--- src/rtl/v_bank_arbiter.sv ---
// Pipelined read arbiter: decodes row requests onto NBANKS interleaved banks and
// returns the captured read data in request order through a credit-protected FIFO.
module v_bank_arbiter #(
    parameter int unsigned NBANKS      = 4,
    parameter int unsigned DATA_W      = 48,
    parameter int unsigned ROW_W       = 11,
    parameter int unsigned BANK_ADDR_W = 9,
    parameter int unsigned PAGE_OFFSET = 256,
    parameter int unsigned RD_LAT      = 1,
    parameter int unsigned FIFO_DEPTH  = 4
) (
    input  logic                          clock,
    input  logic                          resetn,
    input  logic                          req_valid,
    output logic                          req_ready,
    input  logic [ROW_W-1:0]              rowno,
    input  logic                          page,
    output logic [NBANKS-1:0]             bank_rd_en,
    output logic [NBANKS*BANK_ADDR_W-1:0] bank_addr,
    input  logic [NBANKS*DATA_W-1:0]      bank_data,
    output logic [DATA_W-1:0]             vout,
    output logic                          vout_valid,
    input  logic                          vout_ready
);

    localparam int unsigned BSEL_W = $clog2(NBANKS);
    localparam int unsigned PTR_W  = $clog2(FIFO_DEPTH);
    localparam int unsigned CNT_W  = $clog2(FIFO_DEPTH + 1);

    // ------------------------------------------------------------------
    // Registered state
    // ------------------------------------------------------------------
    logic [CNT_W-1:0]              credits_q, credits_d;
    logic                          ready_q, ready_d;
    logic [NBANKS-1:0]             rd_en_q, rd_en_d;
    logic [NBANKS*BANK_ADDR_W-1:0] addr_q, addr_d;
    logic                          iss_vld_q, iss_vld_d;
    logic [BSEL_W-1:0]             iss_bank_q, iss_bank_d;
    logic                          tag_vld_q  [RD_LAT];
    logic [BSEL_W-1:0]             tag_bank_q [RD_LAT];
    logic [DATA_W-1:0]             mem_q      [FIFO_DEPTH];
    logic [PTR_W-1:0]              wptr_q, wptr_d;
    logic [PTR_W-1:0]              rptr_q, rptr_d;
    logic [CNT_W-1:0]              count_q, count_d;
    logic                          valid_q, valid_d;

    logic                          accept_c;
    logic                          pop_c;
    logic                          push_c;
    logic [BSEL_W-1:0]             dec_bank_c;
    logic [BANK_ADDR_W-1:0]        dec_addr_c;
    logic [DATA_W-1:0]             cap_data_c;

    assign accept_c = req_valid && ready_q;
    assign pop_c    = valid_q && vout_ready;
    assign push_c   = tag_vld_q[RD_LAT-1];

    assign req_ready  = ready_q;
    assign bank_rd_en = rd_en_q;
    assign bank_addr  = addr_q;
    assign vout_valid = valid_q;
    assign vout       = mem_q[rptr_q];

    // Row decode: low bits pick the bank, the rest (plus page offset) wrap into the bank address
    always_comb begin
        dec_bank_c = rowno[BSEL_W-1:0];
        dec_addr_c = BANK_ADDR_W'(rowno >> BSEL_W)
                   + (page ? BANK_ADDR_W'(PAGE_OFFSET) : BANK_ADDR_W'(0));
    end

    // Issue stage: one-hot strobe and address on the owning slice only
    always_comb begin
        rd_en_d    = '0;
        addr_d     = '0;
        iss_vld_d  = accept_c;
        iss_bank_d = dec_bank_c;
        for (int b = 0; b < NBANKS; b++) begin
            if (accept_c && (dec_bank_c == BSEL_W'(b))) begin
                rd_en_d[b] = 1'b1;
                addr_d[b*BANK_ADDR_W +: BANK_ADDR_W] = dec_addr_c;
            end
        end
    end

    // Capture mux: select the data slice of the bank named by the tail tag
    always_comb begin
        cap_data_c = '0;
        for (int b = 0; b < NBANKS; b++) begin
            if (tag_bank_q[RD_LAT-1] == BSEL_W'(b)) begin
                cap_data_c = bank_data[b*DATA_W +: DATA_W];
            end
        end
    end

    // Credits bound in-flight reads plus FIFO occupancy to FIFO_DEPTH
    always_comb begin
        credits_d = credits_q;
        case ({accept_c, pop_c})
            2'b10:   credits_d = credits_q - CNT_W'(1);
            2'b01:   credits_d = credits_q + CNT_W'(1);
            default: credits_d = credits_q;
        endcase
        ready_d = (credits_d != '0);
    end

    // FIFO pointer and occupancy update; push and pop may coincide even when full
    always_comb begin
        wptr_d  = push_c ? wptr_q + PTR_W'(1) : wptr_q;
        rptr_d  = pop_c  ? rptr_q + PTR_W'(1) : rptr_q;
        count_d = count_q;
        case ({push_c, pop_c})
            2'b10:   count_d = count_q + CNT_W'(1);
            2'b01:   count_d = count_q - CNT_W'(1);
            default: count_d = count_q;
        endcase
        valid_d = (count_d != '0);
    end

    always_ff @(posedge clock or negedge resetn) begin
        if (!resetn) begin
            credits_q  <= CNT_W'(FIFO_DEPTH);
            ready_q    <= 1'b1;
            rd_en_q    <= '0;
            addr_q     <= '0;
            iss_vld_q  <= 1'b0;
            iss_bank_q <= '0;
            wptr_q     <= '0;
            rptr_q     <= '0;
            count_q    <= '0;
            valid_q    <= 1'b0;
        end else begin
            credits_q  <= credits_d;
            ready_q    <= ready_d;
            rd_en_q    <= rd_en_d;
            addr_q     <= addr_d;
            iss_vld_q  <= iss_vld_d;
            iss_bank_q <= iss_bank_d;
            wptr_q     <= wptr_d;
            rptr_q     <= rptr_d;
            count_q    <= count_d;
            valid_q    <= valid_d;
        end
    end

    // Tag pipeline tracks the bank read latency; it never stalls
    always_ff @(posedge clock or negedge resetn) begin
        if (!resetn) begin
            for (int i = 0; i < RD_LAT; i++) begin
                tag_vld_q[i]  <= 1'b0;
                tag_bank_q[i] <= '0;
            end
        end else begin
            tag_vld_q[0]  <= iss_vld_q;
            tag_bank_q[0] <= iss_bank_q;
            for (int i = 1; i < RD_LAT; i++) begin
                tag_vld_q[i]  <= tag_vld_q[i-1];
                tag_bank_q[i] <= tag_bank_q[i-1];
            end
        end
    end

    always_ff @(posedge clock or negedge resetn) begin
        if (!resetn) begin
            for (int i = 0; i < FIFO_DEPTH; i++) begin
                mem_q[i] <= '0;
            end
        end else if (push_c) begin
            mem_q[wptr_q] <= cap_data_c;
        end
    end

endmodule

--- config.mk ---
export PLATFORM = sky130hd
export DESIGN_NAME = v_bank_arbiter
export DESIGN_NICKNAME = d
export VERILOG_FILES = /design/src/rtl/v_bank_arbiter.sv
export SDC_FILE = /design/constraint.sdc
export NUM_CORES = 1
export LEC_CHECK = 0
export CAP_MARGIN = 15
export CORE_UTILIZATION = 49
export DETAILED_ROUTE_END_ITERATION = 12
export GPL_TIMING_DRIVEN = 1
export PLACE_DENSITY = 0.8
export SLEW_MARGIN = 0
export SYNTH_ARGS = -nofsm -noshare
export SYNTH_HDL_FRONTEND = slang
export SYNTH_SLANG_ARGS = --single-unit
export TNS_END_PERCENT = 30
--- constraint.sdc ---
create_clock -name clock -period 1.9 [get_ports clock]
set_input_delay 0.475 -clock clock [delete_from_list [all_inputs] [get_ports clock]]
set_output_delay 0.475 -clock clock [all_outputs]
set_load 0.05 [all_outputs]
==> flow_summary.html, run 1 <==
<table>
<tr><th>Metric</th><th>Value</th></tr>
<tr><th colspan="2">Synthesis</th></tr>
<tr><td>Yosys warning total</td><td>0</td></tr>
<tr><td>Post-synthesis net count</td><td>slightly below 900</td></tr>
<tr><td>Cells after Synth</td><td>668</td></tr>
<tr><td>Portion of the post-synthesis area used by sequential elements</td><td>0.5491</td></tr>
<tr><td>Synth unique cells</td><td>28</td></tr>
<tr><td>Synth Register Bits</td><td>250</td></tr>
<tr><td>Synthesized area divided by synthesized cell count</td><td>17.06 sq um</td></tr>
<tr><td>Synthesized cell area</td><td>~11000 sq um</td></tr>
<tr><th colspan="2">Place</th></tr>
<tr><td>Total placed cells including tap cells</td><td>between 1000 and 1500</td></tr>
<tr><td>Placer congestion estimate</td><td>a little over 0.7</td></tr>
<tr><td>Half-perimeter wire length of the detailed placement result</td><td>roughly 18 mm</td></tr>
<tr><td>Port buffer count</td><td>~300</td></tr>
<tr><th colspan="2">Clock tree</th></tr>
<tr><td>Total clock sinks</td><td>250</td></tr>
<tr><td>Clock buffer count from CTS</td><td>27</td></tr>
<tr><td>Clock transition at the register clock pins on the worst setup and hold paths after CTS</td><td>roughly 60 ps</td></tr>
<tr><td>Root cell of the clock tree</td><td>clkbuf_16</td></tr>
<tr><td>Number of H-tree levels</td><td>1</td></tr>
<tr><td>Longest Clk Path Bufs</td><td>3</td></tr>
<tr><td>Skew-Pair Late Insertion Delay</td><td>~530 ps</td></tr>
<tr><td>TritonCTS clock tree</td><td>done</td></tr>
<tr><th colspan="2">STA</th></tr>
<tr><td>Post-route clock period utilization</td><td>1.298</td></tr>
<tr><td>Pin slew with the least headroom to its limit</td><td>~380 ps</td></tr>
<tr><td>Normalized max-slew margin</td><td>0.7427</td></tr>
<tr><td>Worst clock skew</td><td>between 15 and 20 ps</td></tr>
<tr><td>Post-Route Setup TNS</td><td>-25350 ps</td></tr>
<tr><td>WHS</td><td>around 350 ps</td></tr>
<tr><td>Setup repair after global routing missed its margin</td><td>true</td></tr>
<tr><td>Final setup fails</td><td>between 40 and 50</td></tr>
<tr><td>Final max-slew violation count</td><td>0</td></tr>
<tr><td>Number of hold violations in the final report</td><td>0</td></tr>
<tr><td>Fmax</td><td>approximately 400 MHz</td></tr>
<tr><td>PnR worst setup slack</td><td>-566.6 ps</td></tr>
<tr><td>Fin crit period</td><td>roughly 2500 ps</td></tr>
<tr><th colspan="2">Pwr</th></tr>
<tr><td>Worst VDD drop</td><td>around 0.00068 V</td></tr>
<tr><td>Sum of internal, switching and leakage power</td><td>12740 uW</td></tr>
<tr><td>Leakage power figure</td><td>around 0.0068 uW</td></tr>
<tr><td>P per Cell Area</td><td>slightly below 800 nW/um^2</td></tr>
<tr><th colspan="2">Worst setup path</th></tr>
<tr><td>Data arrival time of the critical path</td><td>1990 ps</td></tr>
<tr><td>Data required time at the worst endpoint</td><td>about 1400 ps</td></tr>
<tr><td>Startpoint-to-endpoint class of the critical path</td><td>reg -&gt; out</td></tr>
<tr><td>Sort of element at the end of the critical path</td><td>output pin</td></tr>
<tr><td>Largest driver fanout on the critical path</td><td>5</td></tr>
<tr><td>Startpoint class of the critical path</td><td>flop</td></tr>
<tr><th colspan="2">Global route</th></tr>
<tr><td>Largest net degree at the start of global routing</td><td>67</td></tr>
<tr><td>Via count of the first global-routing pass</td><td>8067</td></tr>
<tr><td>Initial antenna violation count</td><td>1</td></tr>
<tr><td>Total grt overflow</td><td>0</td></tr>
<tr><td>Global-route wire length before repair</td><td>around 43 mm</td></tr>
<tr><td>Global-route usage over all layers</td><td>0.2333</td></tr>
<tr><th colspan="2">Die</th></tr>
<tr><td>Row cnt</td><td>55</td></tr>
<tr><td># IOs</td><td>298</td></tr>
<tr><td>Floorplan die width</td><td>between 150 and 200 microns</td></tr>
<tr><td>Die Y</td><td>approximately 150 microns</td></tr>
<tr><td>Core Footprint</td><td>about 23000 sq um</td></tr>
<tr><td>Die Area</td><td>between 20000 and 25000 sq um</td></tr>
<tr><td>Initial core utilization</td><td>0.5019</td></tr>
<tr><th colspan="2">Status</th></tr>
<tr><td>Failing checks</td><td>negative setup slack</td></tr>
<tr><td>Result of the run</td><td>finished with violations</td></tr>
<tr><th colspan="2">Layout</th></tr>
<tr><td>Layout area overhead</td><td>41.90%</td></tr>
<tr><td>Final core utilization</td><td>0.7122</td></tr>
<tr><td>Fraction of final layout cells with drive strength greater than 1</td><td>0.4744</td></tr>
<tr><td>Commonest cells after routing, fill and taps aside</td><td>dfrtp_1 (243), clkdlybuf4s50_1 (206), mux2_2 (194)</td></tr>
<tr><td>Most common library cell in the layout ignoring fill and taps</td><td>dfrtp_1</td></tr>
<tr><td>Final Non-Filler Cells</td><td>1300</td></tr>
<tr><td>Final-stage net count</td><td>1208</td></tr>
<tr><th colspan="2">Detailed routing</th></tr>
<tr><td>Remaining antenna violation count</td><td>0</td></tr>
<tr><td>Router iterations before antenna repair</td><td>4</td></tr>
<tr><td>DR iter-0 viols</td><td>roughly 250</td></tr>
<tr><td>Post-detailed-route via-to-cell ratio</td><td>about 5.6</td></tr>
<tr><td>Average wire length per cell after detail routing</td><td>slightly above 20 microns</td></tr>
<tr><td>Post-Route WL</td><td>approximately 27 mm</td></tr>
<tr><td>Remaining DRCs</td><td>0</td></tr>
<tr><td>Total number of vias</td><td>slightly above 7000</td></tr>
<tr><th colspan="2">Job</th></tr>
<tr><td>Max-capacitance violation count</td><td>0</td></tr>
<tr><th colspan="2">Min path</th></tr>
<tr><td>Class of the tightest hold or removal check</td><td>reg -&gt; reg</td></tr>
</table>
## path summary, 6_finish.rpt
kind	startpoint	slack, ps	to	depth (start not counted)
max	rptr_q[0]	-570	vout[6]	4
min in group asynchronous	resetn	370	mem_q[175]	2
min reg2reg	iss_bank_q[0]	350	tag_bank_q[0]	0
min	iss_bank_q[0]	350	tag_bank_q[0]	0
max in group asynchronous	resetn	900	bank_addr[31]	3
max reg2reg	tag_bank_q[0]	180	mem_q[130]	3
## cell usage after synthesis
| library cell | instances | area share |
|---|---|---|
| nor3b_2 | 2 | 0.0022 |
| nor3b_1 | 2 | 0.0013 |
| mux2_2 | 194 | 0.19 |
| o22ai_1 | 2 | 0.0011 |
| xor2_1 | 3 | 0.0023 |
| inv_1 | 3 | 0.00099 |
| nor2_1 | 2 | 0.00066 |
| nor3_1 | 4 | 0.0018 |
| ha_1 | 4 | 0.0044 |
| clkbuf_1 | 13 | 0.0043 |
| o21bai_1 | 1 | 0.00066 |
| xnor2_1 | 6 | 0.0046 |
| o21a_1 | 1 | 0.00066 |
| and3_1 | 2 | 0.0011 |
| o21ai_0 | 1 | 0.00044 |
| fa_1 | 2 | 0.0035 |
| nor4_1 | 1 | 0.00055 |
| and3b_1 | 1 | 0.00077 |
| buf_6 | 3 | 0.0030 |
| and2_1 | 33 | 0.018 |
| buf_1 | 6 | 0.0020 |
| nor2b_1 | 3 | 0.0016 |
| dfrtp_1 | 248 | 0.54 |
| nand3b_1 | 1 | 0.00066 |
| dfstp_2 | 2 | 0.0046 |
| nand2_1 | 10 | 0.0033 |
| buf_2 | 22 | 0.0097 |
| mux4_2 | 96 | 0.19 |
## registers in the layout, summed over array words and instances (netlist names), 2 cells and up
register,flops
rptr_q,2
mem_q,192
tag_bank_q,2
wptr_q,2
bank_addr,36
count_q,3
credits_q,3
iss_bank_q,2
bank_rd_en,4
## logic make-up after synthesis
| family | share of synthesized area |
|---|---|
| buffers and inverters | 0.01987 |
| multiplexers | 0.3813 |
| AO/OA/AOI/OAI | 0.002854 |
| AND/OR/NAND/NOR | 0.03205 |
| adder cells (fa/ha/maj) | 0.007904 |
| flip-flops | 0.5491 |
| XOR/XNOR | 0.006916 |
## critical path, stage by stage, from the launching register on
cell	delay, ps
dfrtp_4	520
buf_12	160
buf_12	140
mux4_2	470
buf_8	180
## final cells by class
type | instances | area, sq um
fill | 1529 | 6535
timing repair buffer | 341 | 3646
tap | 285 | 356.6
clock inverter | 8 | 146.4
sequential | 250 | 6270
clock buffer | 41 | 818.3
multi-input combinational | 371 | 4923
inverter | 3 | 11.26
antenna | 1 | 2.502
## per-layer routing
metal / GRT usage / up-vias / wire (microns)
met2: 0.4051 / 213 / 13880
met1: 0.2916 / 3830 / 10510
li1: - / 3171 / -
met3: 0.05912 / 38 / 1939
met5: 0 / - / 0
met4: 0.06129 / 0 / 507
## repair_timing
action / 4_1_cts / 5_1_grt
hold buffers: 1 / 0
resized for setup: 52 / 4
gates cloned: 2 / 1
endpoints found under the hold margin: 14 / 0
endpoints found under the setup margin: 48 / 48
buffers inserted: 4 / 1
## metrics by stage
stage | setup WS (ps) | cell area (sq um)
floorplan | -6.691 | 11400
global placement | -291.8 | 14850
detailed placement | -383.1 | 14850
CTS | -599.8 | 16130
global route | -613.0 | 16170
finish | -566.6 | 16170
## power breakdown
part | switching [uW] | leakage, uW | internal, uW | total (uW)
clock network | 2060 | 0.000472 | 3500 | 5560
logic | 645 | 0.00332 | 887 | 1530
registers | 105 | 0.00302 | 5540 | 5640
Note: power is estimated with default switching activity, not from simulation.
==> run 2: changes to the inputs <==
Settings changed: ABC_AREA from default to 1, CORE_UTILIZATION 49 to 50, PLACE_DENSITY 0.8 to 0.81.
==> flow_summary.html, run 2 <==
<table>
<tr><th>Metric</th><th>Value</th></tr>
<tr><th colspan="2">Pwr</th></tr>
<tr><td>Sum of internal, switching and leakage power</td><td>33650 uW (+160%)</td></tr>
<tr><td>Worst VDD drop</td><td>0.001219 V (+80%)</td></tr>
<tr><td>Leakage power figure</td><td>0.008453 uW (+24%)</td></tr>
<tr><td>P per Cell Area</td><td>1895 nW/um^2 (+140%)</td></tr>
<tr><th colspan="2">Clock tree</th></tr>
<tr><td>TritonCTS clock tree</td><td>done</td></tr>
<tr><td>Longest Clk Path Bufs</td><td>3 (unchanged)</td></tr>
<tr><td>Root cell of the clock tree</td><td>clkbuf_16</td></tr>
<tr><td>Total clock sinks</td><td>250 (unchanged)</td></tr>
<tr><td>Skew-Pair Late Insertion Delay</td><td>540 ps (about the same)</td></tr>
<tr><td>Clock transition at the register clock pins on the worst setup and hold paths after CTS</td><td>60 ps (about the same)</td></tr>
<tr><td>Number of H-tree levels</td><td>1 (unchanged)</td></tr>
<tr><td>Clock buffer count from CTS</td><td>27 (unchanged)</td></tr>
<tr><th colspan="2">Synthesis</th></tr>
<tr><td>Cell types occupying the most area after synthesis</td><td>dfrtp_1 (52%), nand2_1 (16%), nand3_1 (10%), o21ai_0 (5.7%), nor2_1 (4.4%)</td></tr>
<tr><td>Library cell with the highest instance count after synthesis</td><td>nand2_1</td></tr>
<tr><td>Most used flip-flop cell after synthesis</td><td>dfrtp_1</td></tr>
<tr><td>Synthesized area divided by synthesized cell count</td><td>7.789 sq um (-54%)</td></tr>
<tr><td>Top-area cell type share of the netlist area</td><td>0.5194 (-0.02508)</td></tr>
<tr><td>Post-synthesis net count</td><td>1748 (+98%)</td></tr>
<tr><td>Synth unique cells</td><td>23 (-18%)</td></tr>
<tr><td>Arithmetic-cell share of the synthesized area counting full adders, half adders and majority gates</td><td>0.007539 (-0.0003641)</td></tr>
<tr><td>Synth Register Bits</td><td>250 (unchanged)</td></tr>
<tr><td>Synth Area in XOR/XNOR</td><td>0.002199 (-0.004717)</td></tr>
<tr><td>Post-synth top area cell</td><td>dfrtp_1</td></tr>
<tr><td>Number of enable flip-flop cells after synthesis</td><td>0 (unchanged)</td></tr>
<tr><td>Post-synthesis async set-or-reset flop share</td><td>1.000 (unchanged)</td></tr>
<tr><td>Synthesized cell area</td><td>11950 sq um (+4.8%)</td></tr>
<tr><td>Main combinational cell family by area after synthesis</td><td>simple AND/OR/NAND/NOR gates</td></tr>
<tr><td>Proportion of synthesized area in mux cells</td><td>0 (-0.3813)</td></tr>
<tr><td>Simple-gate share of the synthesized area</td><td>0.3364 (+0.3044)</td></tr>
<tr><td>Portion of the post-synthesis area used by sequential elements</td><td>0.5238 (-0.02530)</td></tr>
<tr><td>Yosys warning total</td><td>0 (unchanged)</td></tr>
<tr><td>Cells after Synth</td><td>1534 (+130%)</td></tr>
<tr><td>Most instantiated cells after synthesis</td><td>nand2_1 (512), dfrtp_1 (248), nand3_1 (246), nor2_1 (140), o21ai_0 (137)</td></tr>
<tr><td>Compound-gate portion of the synthesized area</td><td>0.08628 (+0.08343)</td></tr>
<tr><th colspan="2">STA</th></tr>
<tr><td>Post-route clock period utilization</td><td>1.278 (-0.02058)</td></tr>
<tr><td>Post-Route Setup TNS</td><td>-22120 ps (+3231 ps)</td></tr>
<tr><td>Fmax</td><td>411.9 MHz (+1.6%)</td></tr>
<tr><td>WHS</td><td>346.7 ps (-0.8220 ps)</td></tr>
<tr><td>Normalized max-slew margin</td><td>0.6920 (-0.05066)</td></tr>
<tr><td>Setup repair after global routing missed its margin</td><td>true</td></tr>
<tr><td>Worst clock skew</td><td>15.58 ps (+0.06090 ps)</td></tr>
<tr><td>Final max-slew violation count</td><td>0 (unchanged)</td></tr>
<tr><td>Final setup fails</td><td>48 (unchanged)</td></tr>
<tr><td>Fin crit period</td><td>2427 ps (-39.11 ps)</td></tr>
<tr><td>Number of hold violations in the final report</td><td>0 (unchanged)</td></tr>
<tr><td>PnR worst setup slack</td><td>-527.5 ps (+39.11 ps)</td></tr>
<tr><td>Pin slew with the least headroom to its limit</td><td>462.0 ps (+78.75 ps)</td></tr>
<tr><th colspan="2">Layout</th></tr>
<tr><td>Layout Cell Area excl Fill</td><td>17760 sq um (+9.8%)</td></tr>
<tr><td>Largest register FFs</td><td>192 (unchanged)</td></tr>
<tr><td>Commonest cells after routing, fill and taps aside</td><td>nand2_1 (508), nand3_1 (246), dfrtp_1 (244)</td></tr>
<tr><td>Layout area overhead</td><td>48.62%</td></tr>
<tr><td>Fraction of final layout cells with drive strength greater than 1</td><td>0.1883 (-0.2860)</td></tr>
<tr><td>Register bank with the most flops</td><td>mem_q</td></tr>
<tr><td>Final-stage net count</td><td>2047 (+69%)</td></tr>
<tr><td>Most common library cell in the layout ignoring fill and taps</td><td>nand2_1</td></tr>
<tr><th colspan="2">Min path</th></tr>
<tr><td>Cells on Worst Hold Path</td><td>0 (unchanged)</td></tr>
<tr><td>Class of the tightest hold or removal check</td><td>reg -&gt; reg</td></tr>
<tr><td>Worst min-delay path endpoint</td><td>tag_bank_q[1]</td></tr>
<tr><td>Worst Hold Launch</td><td>iss_bank_q[1]</td></tr>
<tr><th colspan="2">Detailed routing</th></tr>
<tr><td>Post-detailed-route via-to-cell ratio</td><td>5.678 (+1.8%)</td></tr>
<tr><td>Post-Route WL</td><td>41.14 mm (+53%)</td></tr>
<tr><td>Remaining DRCs</td><td>0 (unchanged)</td></tr>
<tr><td>Remaining antenna violation count</td><td>0 (unchanged)</td></tr>
<tr><td>Router iterations before antenna repair</td><td>5 (+1)</td></tr>
<tr><td>Total number of vias</td><td>12338 (+70%)</td></tr>
<tr><td>DR iter-0 viols</td><td>890 (+260%)</td></tr>
<tr><td>Average wire length per cell after detail routing</td><td>18.93 microns (-8.3%)</td></tr>
<tr><th colspan="2">Global route</th></tr>
<tr><td>Largest net degree at the start of global routing</td><td>56 (-16%)</td></tr>
<tr><td>Initial antenna violation count</td><td>0 (-1)</td></tr>
<tr><td>Total grt overflow</td><td>0 (unchanged)</td></tr>
<tr><td>Global-route usage over all layers</td><td>0.3261 (+0.09283)</td></tr>
<tr><td>Global-route wire length before repair</td><td>62.18 mm (+44%)</td></tr>
<tr><td>Via count of the first global-routing pass</td><td>11990 (+49%)</td></tr>
<tr><th colspan="2">Job</th></tr>
<tr><td>Max-capacitance violation count</td><td>0 (unchanged)</td></tr>
<tr><th colspan="2">Worst setup path</th></tr>
<tr><td>Largest driver fanout on the critical path</td><td>11 (+6)</td></tr>
<tr><td>RR Endpoint</td><td>mem_q[66]</td></tr>
<tr><td>Reg2Reg Depth</td><td>7 (+4)</td></tr>
<tr><td>Startpoint class of the critical path</td><td>flop</td></tr>
<tr><td>Sort of element at the end of the critical path</td><td>output pin</td></tr>
<tr><td>Data required time at the worst endpoint</td><td>1420 ps (about the same)</td></tr>
<tr><td>Worst setup path start</td><td>rptr_q[0]</td></tr>
<tr><td>Startpoint-to-endpoint class of the critical path</td><td>reg -&gt; out</td></tr>
<tr><td>Reg-to-reg startpoint</td><td>tag_bank_q[0]</td></tr>
<tr><td>R2R Setup Slk</td><td>160 ps (-20 ps)</td></tr>
<tr><td>Data arrival time of the critical path</td><td>1950 ps (-40 ps)</td></tr>
<tr><th colspan="2">Place</th></tr>
<tr><td>Worst setup slack after placement</td><td>-176.3 ps (+206.8 ps)</td></tr>
<tr><td>Placer congestion estimate</td><td>0.8477 (+17%)</td></tr>
<tr><td>Total cell area at the placement stage</td><td>16410 sq um (+11%)</td></tr>
<tr><td>Half-perimeter wire length of the detailed placement result</td><td>25.67 mm (+42%)</td></tr>
<tr><td>Port buffer count</td><td>297 (unchanged)</td></tr>
<tr><th colspan="2">Status</th></tr>
<tr><td>Result of the run</td><td>finished with violations</td></tr>
<tr><td>Failing checks</td><td>negative setup slack</td></tr>
<tr><th colspan="2">Die</th></tr>
<tr><td># IOs</td><td>298 (unchanged)</td></tr>
<tr><td>Row cnt</td><td>56 (+1.8%)</td></tr>
<tr><td>Die Y</td><td>156.6 microns (+1.3%)</td></tr>
<tr><td>Die Area</td><td>24520 sq um (+2.7%)</td></tr>
<tr><td>Floorplan die width</td><td>156.6 microns (+1.3%)</td></tr>
<tr><td>Core Footprint</td><td>23470 sq um (+3.4%)</td></tr>
<tr><td>Initial core utilization</td><td>0.5091 (+0.007133)</td></tr>
</table>
## run 2: changes by cell type after synthesis, sizes merged, moves of 49 or more
cell,change
mux2,-194
nor2,+139
mux4,-96
nand3,+246
clkbuf,+49
o21ai,+145
nand2,+502
## run 2: layout make-up
cell class | instances | area (sq um)
Tap cell | 319 | 399.1
Fill cell | 1639 | 5714
Inverter | 32 | 132.6
Sequential cell | 250 | 6266
Antenna cell | 1 | 2.502
Clock inverter | 13 | 150.1
Timing Repair Buffer | 366 | 4247
Clock buffer | 36 | 759.5
Multi-Input combinational cell | 1156 | 5802
## run 2: per-stage QoR
step                utilization  std cells
finish                   0.7566       2173
CTS                      0.7425       2166
floorplan                     -       1534
global placement         0.6992       2114
detailed placement       0.6992       2114
global route             0.7565       2172
## run 2: metal layers
metal / part of all wire / track usage
met1: 0.38 / 0.4226
met5: 0 / 0
met3: 0.10 / 0.05871
met2: 0.49 / 0.5502
met4: 0.031 / 0.1134
## run 2: what timing repair did
item,CTS,global route
setup endpoints to repair,48,48
hold buffers,1,0
pin swaps,11,11
hold endpoints to repair,41,0
cloned,2,5
setup buffers,0,1
resized for setup,35,104
## run 2: kinds of logic (layout without fill, tap and decap cells)
group                    Yosys count  in the layout
other                              0              1
AO/OA/AOI/OAI                    194            194
adder cells (fa/ha/maj)            6              6
AND/OR/NAND/NOR                  953            953
flip-flops                       250            250
XOR/XNOR                           3              3
buffers and inverters            128            447
## run 2: power breakdown
part           internal (uW)  total (uW)  switching [uW]
combinational           8270       19400           11100
clock                   3210        5350            2150
sequential              7510        8910            1400
## run 2: worst max path at each step
stage / endpoint / slack, ps / cells after the start
floorplan: vout[34] / -60 / 5
global placement: req_ready / -120 / 12
detailed placement: vout_valid / -180 / 8
CTS: vout[28] / -520 / 4
global route: vout[35] / -540 / 5
finish: vout[7] / -530 / 5
## run 2: worst max-delay path: stages, from the launching register on
cell	delay, ps
dfrtp_4	560
clkinv_8	160
buf_12	160
nor2_1	50
o22ai_2	290
buf_12	180
==> run 3: changes to the inputs <==
Settings changed: CORE_UTILIZATION 50 to 30, HOLD_SLACK_MARGIN from default to 0.06, PLACE_DENSITY 0.81 to default, SKIP_LAST_GASP from default to 1.
==> flow_summary.html, run 3 (synthesis results as in run 2) <==
<table>
<tr><th>Metric</th><th>Value</th></tr>
<tr><th colspan="2">Status</th></tr>
<tr><td>Result of the run</td><td>finished with violations</td></tr>
<tr><td>Failing checks</td><td>negative setup slack</td></tr>
<tr><th colspan="2">Worst setup path</th></tr>
<tr><td>Startpoint-to-endpoint class of the critical path</td><td>reg -&gt; out</td></tr>
<tr><td>Reg2Reg Depth</td><td>7 (unchanged)</td></tr>
<tr><td>Number of buffer and inverter stages on the critical path</td><td>3 (unchanged)</td></tr>
<tr><td>Delay of the slowest cell on the worst path</td><td>540 ps (-20 ps)</td></tr>
<tr><td>RR Endpoint</td><td>mem_q[108]</td></tr>
<tr><td>Reg-to-reg startpoint</td><td>tag_bank_q[0]</td></tr>
<tr><td>Data arrival time of the critical path</td><td>1920 ps (-30 ps)</td></tr>
<tr><td>Slowest cell on the critical path</td><td>dfrtp_4</td></tr>
<tr><td>Data required time at the worst endpoint</td><td>1420 ps (about the same)</td></tr>
<tr><td>Family with the most delay on the worst path</td><td>flip-flops</td></tr>
<tr><td>R2R Setup Slk</td><td>160 ps (about the same)</td></tr>
<tr><td>Largest driver fanout on the critical path</td><td>29 (+18)</td></tr>
<tr><td>Startpoint class of the critical path</td><td>flop</td></tr>
<tr><td>Sort of element at the end of the critical path</td><td>output pin</td></tr>
<tr><td>Critical-path cell list</td><td>clkinv_4 &gt; buf_12 &gt; o21ai_0 &gt; o22ai_2 &gt; buf_6</td></tr>
<tr><th colspan="2">Die</th></tr>
<tr><td>Floorplan die width</td><td>201.6 microns (+29%)</td></tr>
<tr><td>Core Footprint</td><td>39010 sq um (+66%)</td></tr>
<tr><td>Die Area</td><td>40630 sq um (+66%)</td></tr>
<tr><td>Die Y</td><td>201.6 microns (+29%)</td></tr>
<tr><td>Initial core utilization</td><td>0.3063 (-0.2027)</td></tr>
<tr><td>Row cnt</td><td>72 (+29%)</td></tr>
<tr><td># IOs</td><td>298 (unchanged)</td></tr>
<tr><th colspan="2">Layout</th></tr>
<tr><td>Layout area overhead</td><td>45.99%</td></tr>
<tr><td>Final core utilization</td><td>0.4472 (-0.3094)</td></tr>
<tr><td>Final Non-Filler Cells</td><td>2388 (+9.9%)</td></tr>
<tr><td>Number of fillers in the final layout</td><td>3840 (+130%)</td></tr>
<tr><td>Fraction of final layout cells with drive strength greater than 1</td><td>0.1686 (-0.01971)</td></tr>
<tr><td>Largest register FFs</td><td>192 (unchanged)</td></tr>
<tr><td>Layout Cell Area excl Fill</td><td>17440 sq um (-1.8%)</td></tr>
<tr><td>Most common library cell in the layout ignoring fill and taps</td><td>nand2_1</td></tr>
<tr><td>Final-stage net count</td><td>2058 (+0.54%)</td></tr>
<tr><td>Register bank with the most flops</td><td>mem_q</td></tr>
<tr><td>Commonest cells after routing, fill and taps aside</td><td>nand2_1 (507), nand3_1 (246), dfrtp_1 (244)</td></tr>
<tr><th colspan="2">Clock tree</th></tr>
<tr><td>Number of H-tree levels</td><td>1 (unchanged)</td></tr>
<tr><td>Skew-Pair Late Insertion Delay</td><td>560 ps (+20 ps)</td></tr>
<tr><td>Clock transition at the register clock pins on the worst setup and hold paths after CTS</td><td>60 ps (about the same)</td></tr>
<tr><td>TritonCTS clock tree</td><td>done</td></tr>
<tr><td>Total clock sinks</td><td>250 (unchanged)</td></tr>
<tr><td>Number of post-CTS setup repair buffers</td><td>0 (unchanged)</td></tr>
<tr><td>Clock buffer count from CTS</td><td>30 (+11%)</td></tr>
<tr><td>Longest Clk Path Bufs</td><td>3 (unchanged)</td></tr>
<tr><td>Root cell of the clock tree</td><td>clkbuf_16</td></tr>
<tr><th colspan="2">Detailed routing</th></tr>
<tr><td>Met3 wire length</td><td>3.007 mm (-27%)</td></tr>
<tr><td>Router iterations before antenna repair</td><td>5 (unchanged)</td></tr>
<tr><td>Met2 wirelength from detailed routing</td><td>20.44 mm (+1.8%)</td></tr>
<tr><td>DR iter-0 viols</td><td>848 (-4.7%)</td></tr>
<tr><td>Average wire length per cell after detail routing</td><td>17.96 microns (-5.2%)</td></tr>
<tr><td>Top sig layer</td><td>met4</td></tr>
<tr><td>Post-Route WL</td><td>42.88 mm (+4.2%)</td></tr>
<tr><td>Post-detailed-route via-to-cell ratio</td><td>4.985 (-12%)</td></tr>
<tr><td>Total number of vias</td><td>11903 (-3.5%)</td></tr>
<tr><td>Remaining antenna violation count</td><td>0 (unchanged)</td></tr>
<tr><td>Sum of routed wire segments on met1</td><td>18.26 mm (+16%)</td></tr>
<tr><td>Remaining DRCs</td><td>0 (unchanged)</td></tr>
<tr><th colspan="2">Global route</th></tr>
<tr><td>Largest net degree at the start of global routing</td><td>59 (+5.4%)</td></tr>
<tr><td>Global-route usage over all layers</td><td>0.2096 (-0.1165)</td></tr>
<tr><td>Global-route wire length before repair</td><td>67.44 mm (+8.5%)</td></tr>
<tr><td>Via count of the first global-routing pass</td><td>12097 (+0.89%)</td></tr>
<tr><td>Initial antenna violation count</td><td>3 (+3)</td></tr>
<tr><td>Total grt overflow</td><td>0 (unchanged)</td></tr>
<tr><th colspan="2">STA</th></tr>
<tr><td>PnR worst setup slack</td><td>-496.2 ps (+31.29 ps)</td></tr>
<tr><td>Fmax</td><td>417.3 MHz (+1.3%)</td></tr>
<tr><td>Fin crit period</td><td>2396 ps (-31.29 ps)</td></tr>
<tr><td>Number of hold violations in the final report</td><td>0 (unchanged)</td></tr>
<tr><td>Normalized max-slew margin</td><td>0.6484 (-0.04356)</td></tr>
<tr><td>Setup repair after global routing missed its margin</td><td>true</td></tr>
<tr><td>Pin slew with the least headroom to its limit</td><td>527.4 ps (+65.34 ps)</td></tr>
<tr><td>Worst clock skew</td><td>11.71 ps (-3.874 ps)</td></tr>
<tr><td>Final max-slew violation count</td><td>0 (unchanged)</td></tr>
<tr><td>Final setup fails</td><td>48 (unchanged)</td></tr>
<tr><td>Post-route clock period utilization</td><td>1.261 (-0.01647)</td></tr>
<tr><th colspan="2">Place</th></tr>
<tr><td>Half-perimeter wire length of the detailed placement result</td><td>28.61 mm (+11%)</td></tr>
<tr><td>Port buffer count</td><td>297 (unchanged)</td></tr>
<tr><td>Total cell area at the placement stage</td><td>16260 sq um (-0.93%)</td></tr>
<tr><td>Total placed cells including tap cells</td><td>2329 (+10%)</td></tr>
<tr><td>Placer congestion estimate</td><td>0.8107 (-4.4%)</td></tr>
<tr><th colspan="2">Job</th></tr>
<tr><td>Max-capacitance violation count</td><td>0 (unchanged)</td></tr>
<tr><th colspan="2">Pwr</th></tr>
<tr><td>Worst VDD drop</td><td>0.001293 V (+6.1%)</td></tr>
<tr><td>P per Cell Area</td><td>1773 nW/um^2 (-6.5%)</td></tr>
<tr><td>Leakage power figure</td><td>0.008335 uW (-1.4%)</td></tr>
<tr><th colspan="2">Min path</th></tr>
<tr><td>Class of the tightest hold or removal check</td><td>reg -&gt; reg</td></tr>
<tr><td>Cells on Worst Hold Path</td><td>0 (unchanged)</td></tr>
<tr><td>Worst Hold Launch</td><td>iss_bank_q[0]</td></tr>
<tr><td>Worst min-delay path endpoint</td><td>tag_bank_q[0]</td></tr>
</table>
## run 3: cell count changes in the layout (fill, tap and decap cells not counted), moves of 9 or more
cell,delta
o21ai_2,-13
nor2_4,-9
buf_12,-43
buf_6,+16
nor2_2,-26
buf_4,+41
o21ai_0,+38
nor2_1,+35
o21ai_1,-23
## run 3: cell type report
type | instances | area [sq um] | area share
Clock inverter | 16 | 214.0 | 0.01227
Timing Repair Buffer | 374 | 3716 | 0.2130
Tap cell | 518 | 648.1 | 0.03715
Inverter | 32 | 125.1 | 0.007173
Multi-Input combinational cell | 1156 | 5600 | 0.3210
Clock buffer | 40 | 869.6 | 0.04985
Sequential cell | 250 | 6266 | 0.3592
Antenna cell | 2 | 5.005 | 0.0002869
## run 3: repair_timing
action / CTS / global route
hold buffers: 1 / 0
endpoints found under the hold margin: 45 / 0
setup endpoints to repair: 48 / 48
gates resized for setup: 36 / 12
## run 3: where the power goes
part / leakage [uW] / internal (uW) / switching (uW)
sequential: 0.00313 / 7500 / 1190
clock: 0.000535 / 3880 / 2330
combinational: 0.00467 / 5790 / 10200
## run 3: worst max path at each step
stage / startpoint / end / slack, ps / cells after the start
global route: rptr_q[0] / vout[45] / -550 / 4
CTS: rptr_q[0] / vout[18] / -500 / 4
detailed placement: vout_ready / req_ready / -200 / 12
floorplan: rptr_q[1] / vout[34] / -60 / 5
finish: rptr_q[0] / vout[10] / -500 / 5
global placement: vout_ready / req_ready / -180 / 12
## run 3: worst reg2reg max path, delay by kind of cell, from the launching register on
kind / cells / cell delay, ps
buffers and inverters: 2 / 420
DFF: 1 / 650
and+or+nand+nor: 5 / 600
## run 3: metal layers
layer  vias to the layer above  GRT usage
li1                       5651          -
met3                        78    0.03855
met1                      5739     0.2712
met5                         -          0
met2                       435     0.3542
met4                         0    0.06385
## run 3: stage by stage
| step | setup WS, ps | hold slack (ps) | total power (uW) | setup TNS (ps) |
|---|---|---|---|---|
| floorplan | -60.30 | 179.4 | 18890 | -972.1 |
| CTS | -504.7 | 344.3 | 31090 | -22120 |
| detailed placement | -199.8 | 336.3 | 24420 | -1121 |
| finish | -496.2 | 341.0 | 30920 | -21450 |
| global route | -554.3 | 351.4 | 32740 | -24670 |
| global placement | -178.4 | 332.7 | 24210 | -827.8 |
